<file path="config.mk">
export PLATFORM = sky130hd
export DESIGN_NAME = ofm_window_reader
export DESIGN_NICKNAME = d
export VERILOG_FILES = /design/src/rtl/cnn_pkg.sv /design/src/rtl/ofm_window_reader_fifo2.sv /design/src/rtl/ofm_window_reader.sv
export SDC_FILE = /design/constraint.sdc
export NUM_CORES = 1
export LEC_CHECK = 0
export CAP_MARGIN = 20
export CORE_MARGIN = 2
export CORE_UTILIZATION = 55
export CTS_BUF_LIST = sky130_fd_sc_hd__clkbuf_16
export CTS_CLUSTER_DIAMETER = 60
export DETAILED_ROUTE_END_ITERATION = 10
export GPL_ROUTABILITY_DRIVEN = 0
export GPL_TIMING_DRIVEN = 0
export PLACE_DENSITY = 0.8
export SLEW_MARGIN = 20
export SYNTH_ARGS = -nofsm -noshare
export SYNTH_HDL_FRONTEND = slang
export SYNTH_SLANG_ARGS = --single-unit
</file>
<file path="constraint.sdc">
create_clock -name clk -period 5.6 [get_ports clk]
set_clock_uncertainty 0.05 [all_clocks]
set_input_delay 1.12 -clock clk [delete_from_list [all_inputs] [get_ports clk]]
set_output_delay 1.12 -clock clk [all_outputs]
set_load 0.005 [all_outputs]
</file>
<file path="src/rtl/cnn_pkg.sv">
// Shared CNN datapath types.
//   LANES / LANE_W : OFM word packing, lane k at bits [8k+7:8k]
//   OFM_DEPTH      : words stored in one OFM memory
//   rd_state_t     : OFM window-reader sequencing states
//   ofm_beat_t     : one streamed OFM word plus its position flags
package cnn_pkg;

  localparam int LANES     = 4;
  localparam int LANE_W    = 8;
  localparam int OFM_DEPTH = 172;
  localparam int WORD_W    = LANES * LANE_W;

  typedef enum logic [1:0] {
    IDLE,
    ISSUE,
    DRAIN,
    DONE
  } rd_state_t;

  typedef struct packed {
    logic [WORD_W-1:0] data;
    logic              row_last;
    logic              win_last;
    logic              last;
  } ofm_beat_t;

endpackage

</file>
<file path="src/rtl/ofm_window_reader_fifo2.sv">
// fifo2: 2-entry synchronous FIFO.
//   clk, rst (active-low, synchronous)
//   push / push_data : write one entry
//   pop / pop_data   : pop_data is the head entry, pop advances it
//   count            : entries held (0..2)
// Storage is cleared on reset so an empty FIFO presents all-zero data.
module fifo2 #(
  parameter int W = 35
) (
  input  logic         clk,
  input  logic         rst,
  input  logic         push,
  input  logic [W-1:0] push_data,
  input  logic         pop,
  output logic [W-1:0] pop_data,
  output logic [1:0]   count
);

  logic [W-1:0] mem [2];
  logic         wr_ptr;
  logic         rd_ptr;
  logic         do_push;
  logic         do_pop;

  // Defensive guards: a pop on empty or a push on full without a pop is dropped.
  assign do_pop  = pop && (count != 2'd0);
  assign do_push = push && ((count != 2'd2) || do_pop);

  always_ff @(posedge clk) begin
    if (!rst) begin
      mem[0] <= '0;
      mem[1] <= '0;
      wr_ptr <= 1'b0;
      rd_ptr <= 1'b0;
      count  <= 2'd0;
    end else begin
      if (do_push) begin
        mem[wr_ptr] <= push_data;
        wr_ptr      <= ~wr_ptr;
      end
      if (do_pop) rd_ptr <= ~rd_ptr;
      case ({do_push, do_pop})
        2'b10:   count <= count + 2'd1;
        2'b01:   count <= count - 2'd1;
        default: count <= count;
      endcase
    end
  end

  assign pop_data = mem[rd_ptr];

endmodule

</file>
<file path="src/rtl/ofm_window_reader.sv">
// ofm_window_reader: streams a stored 4-lane feature map in row-window
// order (window, then row, then column) over a valid/ready handshake.
//   clk, rst (active-low, synchronous), start
//   mem_rd_en / mem_addr / mem_data : OFM read port, data 1 cycle after strobe
//   out_valid / out_ready / out_data : stream to the next layer
//   out_row_last / out_win_last / out_last : position flags of the beat
//   busy : pass in progress, done : one-cycle pulse after the final beat
//
// state | meaning
// IDLE  | waiting for start
// ISSUE | issuing reads while FIFO + in-flight space allows
// DRAIN | all reads issued, waiting for the last beat to be accepted
// DONE  | pulsing done, back to IDLE next cycle
module ofm_window_reader
  import cnn_pkg::*;
#(
  parameter int ADDR_W  = 8,
  parameter int ROW_LEN = 4,
  parameter int ROW_CNT = 43,
  parameter int WIN_H   = 4,
  parameter int STRIDE  = 1
) (
  input  logic              clk,
  input  logic              rst,
  input  logic              start,
  output logic              mem_rd_en,
  output logic [ADDR_W-1:0] mem_addr,
  input  logic [31:0]       mem_data,
  output logic              out_valid,
  input  logic              out_ready,
  output logic [31:0]       out_data,
  output logic              out_row_last,
  output logic              out_win_last,
  output logic              out_last,
  output logic              busy,
  output logic              done
);

  localparam int NWIN = (ROW_CNT - WIN_H) / STRIDE + 1;

  localparam logic [ADDR_W-1:0] COL_MAX  = ADDR_W'(ROW_LEN - 1);
  localparam logic [ADDR_W-1:0] ROW_MAX  = ADDR_W'(WIN_H - 1);
  localparam logic [ADDR_W-1:0] WIN_MAX  = ADDR_W'(NWIN - 1);
  localparam logic [ADDR_W-1:0] ROW_STEP = ADDR_W'(ROW_LEN);
  localparam logic [ADDR_W-1:0] WIN_STEP = ADDR_W'(STRIDE * ROW_LEN);

  rd_state_t         state;
  logic [ADDR_W-1:0] col;
  logic [ADDR_W-1:0] row;
  logic [ADDR_W-1:0] win;
  logic [ADDR_W-1:0] addr;
  logic [ADDR_W-1:0] row_base;
  logic [ADDR_W-1:0] win_base;
  logic              inflight;
  logic [2:0]        inflight_flags;

  ofm_beat_t push_beat;
  ofm_beat_t head;
  logic [1:0] fifo_count;
  logic [2:0] occupancy;
  logic       pop;
  logic       issue;
  logic       is_row_last;
  logic       is_win_last;
  logic       is_last;

  assign is_row_last = (col == COL_MAX);
  assign is_win_last = is_row_last && (row == ROW_MAX);
  assign is_last     = is_win_last && (win == WIN_MAX);

  assign out_valid = (fifo_count != 2'd0);
  assign pop       = out_valid & out_ready;

  // Words held or on their way after this cycle's pop; a new read must
  // still find a FIFO slot when its data lands next cycle.
  assign occupancy = {1'b0, fifo_count} + {2'b00, inflight} - {2'b00, pop};
  assign issue     = (state == ISSUE) && (occupancy < 3'd2);

  assign mem_rd_en = issue;
  assign mem_addr  = addr;

  assign push_beat.data     = mem_data;
  assign push_beat.row_last = inflight_flags[2];
  assign push_beat.win_last = inflight_flags[1];
  assign push_beat.last     = inflight_flags[0];

  fifo2 #(
    .W($bits(ofm_beat_t))
  ) u_fifo (
    .clk      (clk),
    .rst      (rst),
    .push     (inflight),
    .push_data(push_beat),
    .pop      (pop),
    .pop_data (head),
    .count    (fifo_count)
  );

  assign out_data     = out_valid ? head.data : 32'd0;
  assign out_row_last = out_valid & head.row_last;
  assign out_win_last = out_valid & head.win_last;
  assign out_last     = out_valid & head.last;

  always_ff @(posedge clk) begin
    if (!rst) begin
      state          <= IDLE;
      busy           <= 1'b0;
      done           <= 1'b0;
      col            <= '0;
      row            <= '0;
      win            <= '0;
      addr           <= '0;
      row_base       <= '0;
      win_base       <= '0;
      inflight       <= 1'b0;
      inflight_flags <= 3'b000;
    end else begin
      inflight <= issue;
      if (issue) inflight_flags <= {is_row_last, is_win_last, is_last};
      done <= 1'b0;

      case (state)
        IDLE: begin
          if (start) begin
            state <= ISSUE;
            busy  <= 1'b1;
          end
        end

        ISSUE: begin
          if (issue) begin
            if (is_last) begin
              // Counters park at zero so they never step past the map.
              state    <= DRAIN;
              col      <= '0;
              row      <= '0;
              win      <= '0;
              addr     <= '0;
              row_base <= '0;
              win_base <= '0;
            end else if (!is_row_last) begin
              col  <= col + 1'b1;
              addr <= addr + 1'b1;
            end else if (!is_win_last) begin
              col      <= '0;
              row      <= row + 1'b1;
              row_base <= row_base + ROW_STEP;
              addr     <= row_base + ROW_STEP;
            end else begin
              col      <= '0;
              row      <= '0;
              win      <= win + 1'b1;
              win_base <= win_base + WIN_STEP;
              row_base <= win_base + WIN_STEP;
              addr     <= win_base + WIN_STEP;
            end
          end
        end

        DRAIN: begin
          if (pop && head.last) begin
            state <= DONE;
            done  <= 1'b1;
          end
        end

        DONE: begin
          state <= IDLE;
          busy  <= 1'b0;
        end

        default: state <= IDLE;
      endcase
    end
  end

endmodule

</file>
== After elaboration in Yosys (flattened, before gate mapping) ==
Memories as Yosys holds them, arrays and structs flattened. A register that Yosys moved wholly into a read port is not among the register bits.
Index checks and enable logic that the tools add are counted.
Widths: inputs -> output; s select.
Storage, ports and cells
  flip-flop bits (word level): 60
  memory bits (writable): 70
  input port bits: 36
  output and inout bits: 47
  logic and storage cells: 100
  memories kept: 1
Memories
  u_fifo.mem: words 2, width 35, rd ports 1, clocked after memory_dff 1, write ports 2, RTL line ofm_window_reader_fifo2.sv:19  | logic [W-1:0] mem [2];
Cells by class
  $add $sub $neg: 10
  magnitude comparators: 1
  eq/ne operators: 13
  muxes and demuxes: 35
  bitwise operators: 6
  reductions and logical operators: 20
Operators with widths (count)
  $mux 8: 16
  $mux 35: 1
  $reduce_or 35->1: 1
  $add 8x1->8 const B: 4
  $mux 32: 1
  $add 8x3->8 const B: 2
  $eq 8x2->1 const B: 2
  $mux 1: 10
  $ne 2x2->1 const B: 5
  $reduce_bool 2->1: 5
  $eq 8x6->1 const B: 1
  $mux 2: 4
  $pmux 2 s4: 1
  $reduce_and 4->1: 2
  $eq 2x2->1 const B: 3
  $logic_and 1x1->1: 6
  $reduce_and 2->1: 3
  $and 1x1->1: 4
  $eq 2x1->1 const B: 2
  $pmux 2 s2: 1
  $add 2x1->3: 1
  $lt 3x2->1 const B: 1
  $reduce_and 3->1: 1
  $sub 3x1->3: 1
  other kinds (6): 7

== Longest topological paths before layout ==
Gate-level depths: netlist of the first run.
  word-level depth: 10
  gate-level depth with buffers: 13
  mapped depth without buffers: 11

== By module ==
From an unflattened synthesis of the first run, not the netlist that was laid out.
Second synthesis, totals
  cell total of the unflattened synthesis: 581
  area, all modules: 6394.9 µm²
By module, submodules not included
  fifo2: times used 1, cells an instance 211, area an instance 3283.1 µm², sequential area each 2202.1 µm²
  ofm_window_reader: times used 1, cells an instance 370, area an instance 3111.7 µm², sequential area each 1081.0 µm²

== Worst setup path before layout of the first run ==
No wires, ideal clock.
  kind: input port to flip-flop
  start point: input out_ready
  end point: memory u_fifo.mem[1][0], enable pin
  setup time: 476 ps
  data arrival time: 3785 ps
  required time: 5074 ps
  slack: 1289 ps
  stages on the path: 2
  buffers on the path: 0
  cells stage by stage: o31ai_1 -> o21ai_0
RTL lines
  from (decl): RTL line ofm_window_reader.sv:30  | input logic out_ready,
  to (decl): RTL line ofm_window_reader_fifo2.sv:19

== Worst setup path in the final report of the first run ==
  start point: input out_ready
  end point: output mem_rd_en
Between the ends
  word-level cells in the longest chain between the ends: 4
Ends and longest elaborated chain
  $and 1x1->1: RTL line ofm_window_reader.sv:72  | assign pop = out_valid & out_ready;
  $sub 3x1->3: RTL line ofm_window_reader.sv:76  | assign occupancy = {1'b0, fifo_count} + {2'b00, inflight} - {2'b00, pop};
  $lt 3x2->1: RTL line ofm_window_reader.sv:77  | assign issue = (state == ISSUE) && (occupancy < 3'd2);
  $logic_and 1x1->1: RTL line ofm_window_reader.sv:77
  to (decl): RTL line ofm_window_reader.sv:26  | output logic mem_rd_en,
Every way passes these cells.

==> flow_metrics.tcl, run 1 <==
set metrics [dict create \
    run_status "finished clean" \
    synth_area_per_cell_sq_um 10.4 \
    number_of_antenna_violations_at_the_first_check_in_global_routing 0 \
    required_time_worst_endpoint_ns 4.43 \
    synth.area.top_cells "sky130_fd_sc_hd__edfxtp_1, sky130_fd_sc_hd__dfxtp_1, sky130_fd_sc_hd__and2_1" \
    seq_power_share_pct 39.9 \
    die_area_sq_um 11900 \
    routed_via_density 5.61 \
    whs_ns 0.421 \
    initial_core_utilization_pct 56.3 \
    crit_arrival_ns 4.06 \
    number_of_global_route_vias_before_repair 4659 \
    worst_hold_path.endpoint "inflight_flags[1]$_SDFFE_PN0N_" \
    crit_fanout 13 \
    p_comb_share_pct 23.4 \
    register_bit_count_reported_by_yosys 129 \
    max_slew_margin_pct 23.3 \
    final_critical_path_setup_slack_ns 0.369 \
    post-dp-hpwl_microns 9690 \
    layout-drive-gt1-share_pct 7.70 \
    drt_pass1_iterations 6 \
    regToRegEndpoint "row_base[2]$_SDFFE_PN0P_" \
    ctsHtreeMaxLevel 4 \
    n_fill_cell 781 \
    dpl-instance-area_sq_um 7170 \
    synth_top_area_share_pct 34.5 \
    max_freq_ghz 0.191 \
    min_from "inflight_flags[1]$_SDFFE_PN0N_" \
    ff_latch_area_sq_um 3280 \
    worst-r2r-setup-slack_ns 1.94 \
    leakage_nw 2.73 \
    fp.dieW_microns 109 \
    boundaryPins 83 \
    finalCritPeriodShare_pct 93.4 \
    cts_hold_buffers 0 \
    netlist.top_cell.by_area "sky130_fd_sc_hd__edfxtp_1" \
    cts.clk_slew.worst_paths_ns 0.06 \
    place.port_buffers 82 \
    first_pass_grt_wire_length_microns 22200 \
    dp_slack_ns 0.204 \
    final-setup-viol-count 0 \
    worst_skew_pair.late_latency_ns 0.42 \
    hold_viol_final 0 \
    p_int_mw 2.05 \
    power.switching_fraction_pct 28.6 \
    warnings_synthesis 0 \
    drt.antenna.violating_nets 0 \
    drv_slew 0 \
    postCtsSetupBuffers 0 \
    ir_drop_uv 199 \
    final_cell_area_sq_um 7740 \
    fin_util_pct 71.4 \
    power.total_mw 2.87 \
    cts_max_path_buffers 2 \
    initialDrtViolationCount 290 \
    cts.repair.resized 0 \
    clock-root-buffer "sky130_fd_sc_hd__clkbuf_16" \
    antenna_cells 0 \
    max_cap_viol_count 0 \
    grt_setup_unrepaired "no" \
    whs_path_depth 2 \
    clkSinkCount 129 \
    largest_stage_delay_on_the_critical_path_ns 0.60 \
    synth.cell_area_sq_um 6100 \
    path_cells "clkdlybuf4s50_1 > o21ai_0 > inv_1 > ha_1 > nand2b_1 > fa_1 > xnor2_1 > nand3_1 > inv_1 > clkdlybuf4s50_1" \
    worst-slew-pin-transition_ns 1.14 \
    fin_tns_setup_ns 0 \
    power_density_nw_per_um2 371 \
    area_of_combinational_cells_with_multiple_inputs_sq_um 2640 \
    total_switching_power_mw 0.821 \
    cp-start-kind "input port" \
    grt_max_degree 22 \
    post-route-min-period_ns 5.23 \
    coreArea_sq_um 10800 \
    std_cell_rows 38 \
    gr-total-overflow 0 \
    synth.distinct_cells 56 \
    drcViolationCount 0 \
    detailroute.via_count 4718 \
    tritoncts.num_buffers 17 \
    cell_total_after_placement 811 \
    rr_worst_depth 13 \
    synth_cells 587 \
    synth_top_flop_cell "sky130_fd_sc_hd__edfxtp_1" \
    finish.cell_count_without_fillers 841 \
    worstReg2RegStart "u_fifo.count[0]$_SDFFE_PN0P_" \
    postRouteWirelength_microns 13900 \
    area.growth.synth_to_final_pct 26.9 \
    synth_fp_nets 636 \
    yosysSeqAreaShare_pct 53.8 \
    slowest_stage_cell_cp "sky130_fd_sc_hd__clkdlybuf4s50_1" \
    finalNetCount 738 \
    clock_power_share_pct 36.7 \
    drt-wirelength-per-cell_microns 16.6 \
    hold_class "reg2reg" \
    crit_type "in2out" \
    fp.dieH_microns 109 \
    gr-usage-all-layers_pct 24.3 \
    worstSetupEndpointType "output port" \
    tritoncts "done" \
    synth_edf_count 70 \
    ys_async_rst_share_pct 0 \
]
[routing by layer]
metal  up-vias  share of wire (%)  global-route usage, %
met5         -                  0                      0
met4         0                2.6                   10.3
met3        35                6.4                   5.28
met2       194                 51                   42.9
met1      2252                 40                   28.6
li1       2237                  -                      -
[how the worst max path moves through the flow]
stage	to	depth (start not counted)	from	slack, ns
after CTS	mem_rd_en	11	out_ready	0.17
after floorplan	u_fifo.mem[1][0]$_SDFFCE_PN0P_	2	out_ready	1.29
after detailed placement	mem_rd_en	11	out_ready	0.20
after global placement	u_fifo.mem[0][10]$_SDFFCE_PN0P_	3	out_ready	-0.58
final	mem_rd_en	10	out_ready	0.37
after global routing	mem_rd_en	10	out_ready	0.06
[state kept, by name, summed over array words and instances, names as in the netlist, 2 cells and up, named ones only]
register / flops
u_fifo.mem: 70
col: 8
row: 8
mem_addr: 8
u_fifo.count: 2
win_base: 6
inflight_flags: 3
win: 8
state: 2
row_base: 8
[worst max-delay path, delay by kind of cell]
kind	cells	cell delay, ns
buffers and inverters	4	1.54
adder cells (fa/ha/maj)	2	0.69
AO/OA/AOI/OAI	1	0.24
AND/OR/NAND/NOR	2	0.28
XOR/XNOR	1	0.20
[layout make-up]
cell class / count / share of cell area (%)
sequential: 129 / 42.4
multi-input combinational: 412 / 34.1
timing repair buffer: 84 / 11.3
clock buffer: 17 / 5.50
tap: 140 / 2.26
clock inverter: 14 / 1.86
buffer: 30 / 1.76
inverter: 15 / 0.728
[cell families after synthesis]
family / count (synthesis) / share of synthesized area, %
simple gates: 263 / 22.3
flops: 129 / 53.8
compound gates: 64 / 6.67
buf+inv: 46 / 3.22
mux: 40 / 6.57
xor+xnor: 32 / 4.60
fa+ha+maj: 13 / 2.79
[synth_stat cells (all sizes together) (12+ instances only)]
cell type,count
a21oi,23
nand2,41
nor3,16
o21ai,16
buf,14
clkbuf,17
nor2,81
inv,15
edfxtp,70
xnor2,21
ha,12
and2,73
mux2i,40
nand3,16
dfxtp,59
[power by group through the flow]
| stage | clock, mW | sequential, mW | combinational, mW |
|---|---|---|---|
| 6_report | 1.05 | 1.15 | 0.671 |
| 2_1_floorplan | 0 | 1.16 | 0.386 |
| 3_5_place_dp | 0 | 1.17 | 0.674 |
| 3_3_place_gp | 0 | 1.16 | 0.636 |
| 5_1_grt | 1.11 | 1.15 | 0.734 |
| 4_1_cts | 1.06 | 1.15 | 0.677 |
[placed cells by master (no fill, tap or decap), types with 3 or more instances in the layout]
cell,netlist,final
sky130_fd_sc_hd__a21oi_1,23,23
sky130_fd_sc_hd__and2_1,72,72
sky130_fd_sc_hd__and3_1,4,4
sky130_fd_sc_hd__buf_1,7,6
sky130_fd_sc_hd__buf_2,4,4
sky130_fd_sc_hd__clkbuf_1,17,17
sky130_fd_sc_hd__clkbuf_16,0,17
sky130_fd_sc_hd__clkdlybuf4s50_1,0,82
sky130_fd_sc_hd__clkinv_4,0,3
sky130_fd_sc_hd__clkinvlp_4,0,5
sky130_fd_sc_hd__dfxtp_1,59,59
sky130_fd_sc_hd__edfxtp_1,70,70
sky130_fd_sc_hd__ha_1,12,12
sky130_fd_sc_hd__inv_1,14,15
sky130_fd_sc_hd__mux2i_1,40,40
sky130_fd_sc_hd__nand2_1,41,41
sky130_fd_sc_hd__nand2b_1,3,3
sky130_fd_sc_hd__nand3_1,16,16
sky130_fd_sc_hd__nand4_1,5,5
sky130_fd_sc_hd__nor2_1,81,81
sky130_fd_sc_hd__nor3_1,15,15
sky130_fd_sc_hd__nor4_1,10,10
sky130_fd_sc_hd__o21ai_0,15,13
sky130_fd_sc_hd__o22ai_1,3,3
sky130_fd_sc_hd__or2_2,3,3
sky130_fd_sc_hd__xnor2_1,21,21
sky130_fd_sc_hd__xor2_1,11,11
(Power assumes the default switching activity.)
==> run 2, diff against run 1 <==
--- a/config.mk
+++ b/config.mk
@@ -14,6 +14,7 @@
 export GPL_ROUTABILITY_DRIVEN = 0
 export GPL_TIMING_DRIVEN = 0
 export PLACE_DENSITY = 0.8
+export REMOVE_ABC_BUFFERS = 1
 export SLEW_MARGIN = 20
 export SYNTH_ARGS = -nofsm -noshare
 export SYNTH_HDL_FRONTEND = slang
==> run 2 against run 1 <==
Die area did not move; critical path depth did not move; critical path type unchanged; non-clock buffer count fell by 22; sequential power barely moved; critical endpoint unchanged; largest cell class unchanged.
==> flow_metrics.tcl, run 2 (synthesis gave the netlist of run 1 again) <==
set metrics [dict create \
    leading_cell_types_in_the_layout_fill_and_taps_excluded "sky130_fd_sc_hd__clkdlybuf4s50_1, sky130_fd_sc_hd__nor2_1, sky130_fd_sc_hd__and2_1, sky130_fd_sc_hd__edfxtp_1, sky130_fd_sc_hd__dfxtp_1" \
    finalNetCount 717 \
    boundaryPins 83 \
    top_register "u_fifo.mem" \
    worst-slew-pin-transition_ns 1.04 \
    worst_skew_pair.late_latency_ns 0.41 \
    fin_util_pct 72.5 \
    die_area_sq_um 11900 \
    place.port_buffers 82 \
    worstSetupEndpointType "output port" \
    drt_pass1_iterations 6 \
    crit_fanout 19 \
    first_pass_grt_wire_length_microns 20900 \
    final-setup-viol-count 0 \
    std_cell_rows 38 \
    cts_max_path_buffers 2 \
    power_density_nw_per_um2 398 \
    n_fill_cell 745 \
    required_time_worst_endpoint_ns 4.43 \
    area.growth.synth_to_final_pct 28.8 \
    clkSinkCount 129 \
    max_freq_ghz 0.185 \
    postRouteWirelength_microns 13400 \
    worstReg2RegStart "u_fifo.count[1]$_SDFFE_PN0P_" \
    grt_setup_unrepaired "no" \
    run_status "finished clean" \
    initialDrtViolationCount 295 \
    drv_slew 0 \
    hold_class "reg2reg" \
    mostFrequentLayoutCell "sky130_fd_sc_hd__clkdlybuf4s50_1" \
    cell_total_after_placement 784 \
    whs_ns 0.411 \
    cp-start-kind "input port" \
    final_cell_area_sq_um 7860 \
    gr-usage-all-layers_pct 22.6 \
    ctsHtreeMaxLevel 4 \
    gr-total-overflow 0 \
    cts_hold_buffers 0 \
    ir_drop_uv 200 \
    detailroute.via_count 4600 \
    fp.dieW_microns 109 \
    drt-wirelength-per-cell_microns 16.3 \
    regToRegEndpoint "row_base[2]$_SDFFE_PN0P_" \
    fp.dieH_microns 109 \
    tritoncts "done" \
    coreArea_sq_um 10800 \
    max_slew_margin_pct 30.8 \
    finalCritPeriodShare_pct 96.5 \
    layout-drive-gt1-share_pct 9.69 \
    min_from "busy$_SDFFE_PN0P_" \
    leakage_nw 2.79 \
    worst-r2r-setup-slack_ns 1.71 \
    post-dp-hpwl_microns 8490 \
    grt_max_degree 39 \
    rr_worst_depth 12 \
    post-route-min-period_ns 5.41 \
    antenna_cells 0 \
    drcViolationCount 0 \
    number_of_antenna_violations_at_the_first_check_in_global_routing 0 \
    routed_via_density 5.60 \
    number_of_global_route_vias_before_repair 4436 \
    largest_register_ff_count 70 \
    initial_core_utilization_pct 56.3 \
    whs_path_depth 2 \
    clock-root-buffer "sky130_fd_sc_hd__clkbuf_16" \
    drt.antenna.violating_nets 0 \
    crit_type "in2out" \
    tritoncts.num_buffers 17 \
    worst_hold_path.endpoint "busy$_SDFFE_PN0P_" \
    cts.clk_slew.worst_paths_ns 0.05 \
    max_cap_viol_count 0 \
    crit_arrival_ns 4.24 \
    hold_viol_final 0 \
    finish.cell_count_without_fillers 821 \
    dpl-instance-area_sq_um 7130 \
]
## run 2: cell count changes in the layout (fill, tap and decap cells not counted), sizes merged
cell	previous run	this run
buf	15	10
nand3	16	17
clkinvlp	5	4
clkinv	5	3
clkbuf	34	17
bufinv	2	6
## run 2: stage by stage
step | total power, mW | worst slack, ns | setup TNS (ns)
CTS | 3.09 | 0.0355 | 0
detailed placement | 1.84 | -0.394 | -0.394
finish | 3.12 | 0.194 | 0
global route | 3.26 | 0.0544 | 0
global placement | 1.78 | -1.15 | -67.57
floorplan | 1.52 | 0.886 | 0
## run 2: power by group
part / leakage [nW] / internal [mW] / total [mW] / switching [mW]
sequential: 1.20 / 1.10 / 1.17 / 0.0664
combinational: 1.27 / 0.343 / 0.718 / 0.375
clock: 0.322 / 0.832 / 1.24 / 0.405
total: 2.79 / 2.28 / 3.12 / 0.846
## run 2: timing repair
action                                  in CTS  in global routing
resized for setup                            2                  1
cloned                                       0                  1
pin swaps                                    0                  1
buffers inserted                             0                  4
endpoints found under the setup margin       1                  1
endpoints found under the hold margin        0                  0
## run 2: layout make-up
| cell class | count | area (sq um) | area share (%) |
|---|---|---|---|
| Tap cell | 140 | 175 | 2.23 |
| Timing Repair Buffer | 92 | 972 | 12.4 |
| Clock buffer | 17 | 425 | 5.42 |
| Sequential cell | 129 | 3280 | 41.8 |
| Clock inverter | 15 | 241 | 3.07 |
| Inverter | 15 | 60.1 | 0.765 |
| Multi-Input combinational cell | 413 | 2700 | 34.3 |
## run 2: how the worst max path moves through the flow
stage / depth (start not counted) / slack, ns / endpoint / from
global placement: 3 / -1.15 / u_fifo.mem[1][29]$_SDFFCE_PN0P_ / rst
CTS: 10 / 0.04 / mem_rd_en / out_ready
global route: 10 / 0.05 / mem_rd_en / out_ready
detailed placement: 10 / -0.39 / mem_rd_en / out_ready
finish: 10 / 0.19 / mem_rd_en / out_ready
floorplan: 8 / 0.89 / mem_rd_en / out_ready
## run 2: layer usage
metal	track usage [%]	share of wire [%]
met5	0	0
met1	29.3	43
met2	37.0	49
met3	4.92	6.1
met4	9.13	1.8
## run 2: critical path, stage by stage
cell and delay [ns]:
sky130_fd_sc_hd__clkdlybuf4s50_1 0.43, sky130_fd_sc_hd__o21ai_0 0.20, sky130_fd_sc_hd__inv_1 0.14, sky130_fd_sc_hd__ha_1 0.31, sky130_fd_sc_hd__nand2b_1 0.17, sky130_fd_sc_hd__fa_1 0.41
sky130_fd_sc_hd__xnor2_2 0.33, sky130_fd_sc_hd__nand3_4 0.31, sky130_fd_sc_hd__clkinvlp_4 0.28, sky130_fd_sc_hd__clkdlybuf4s50_1 0.53
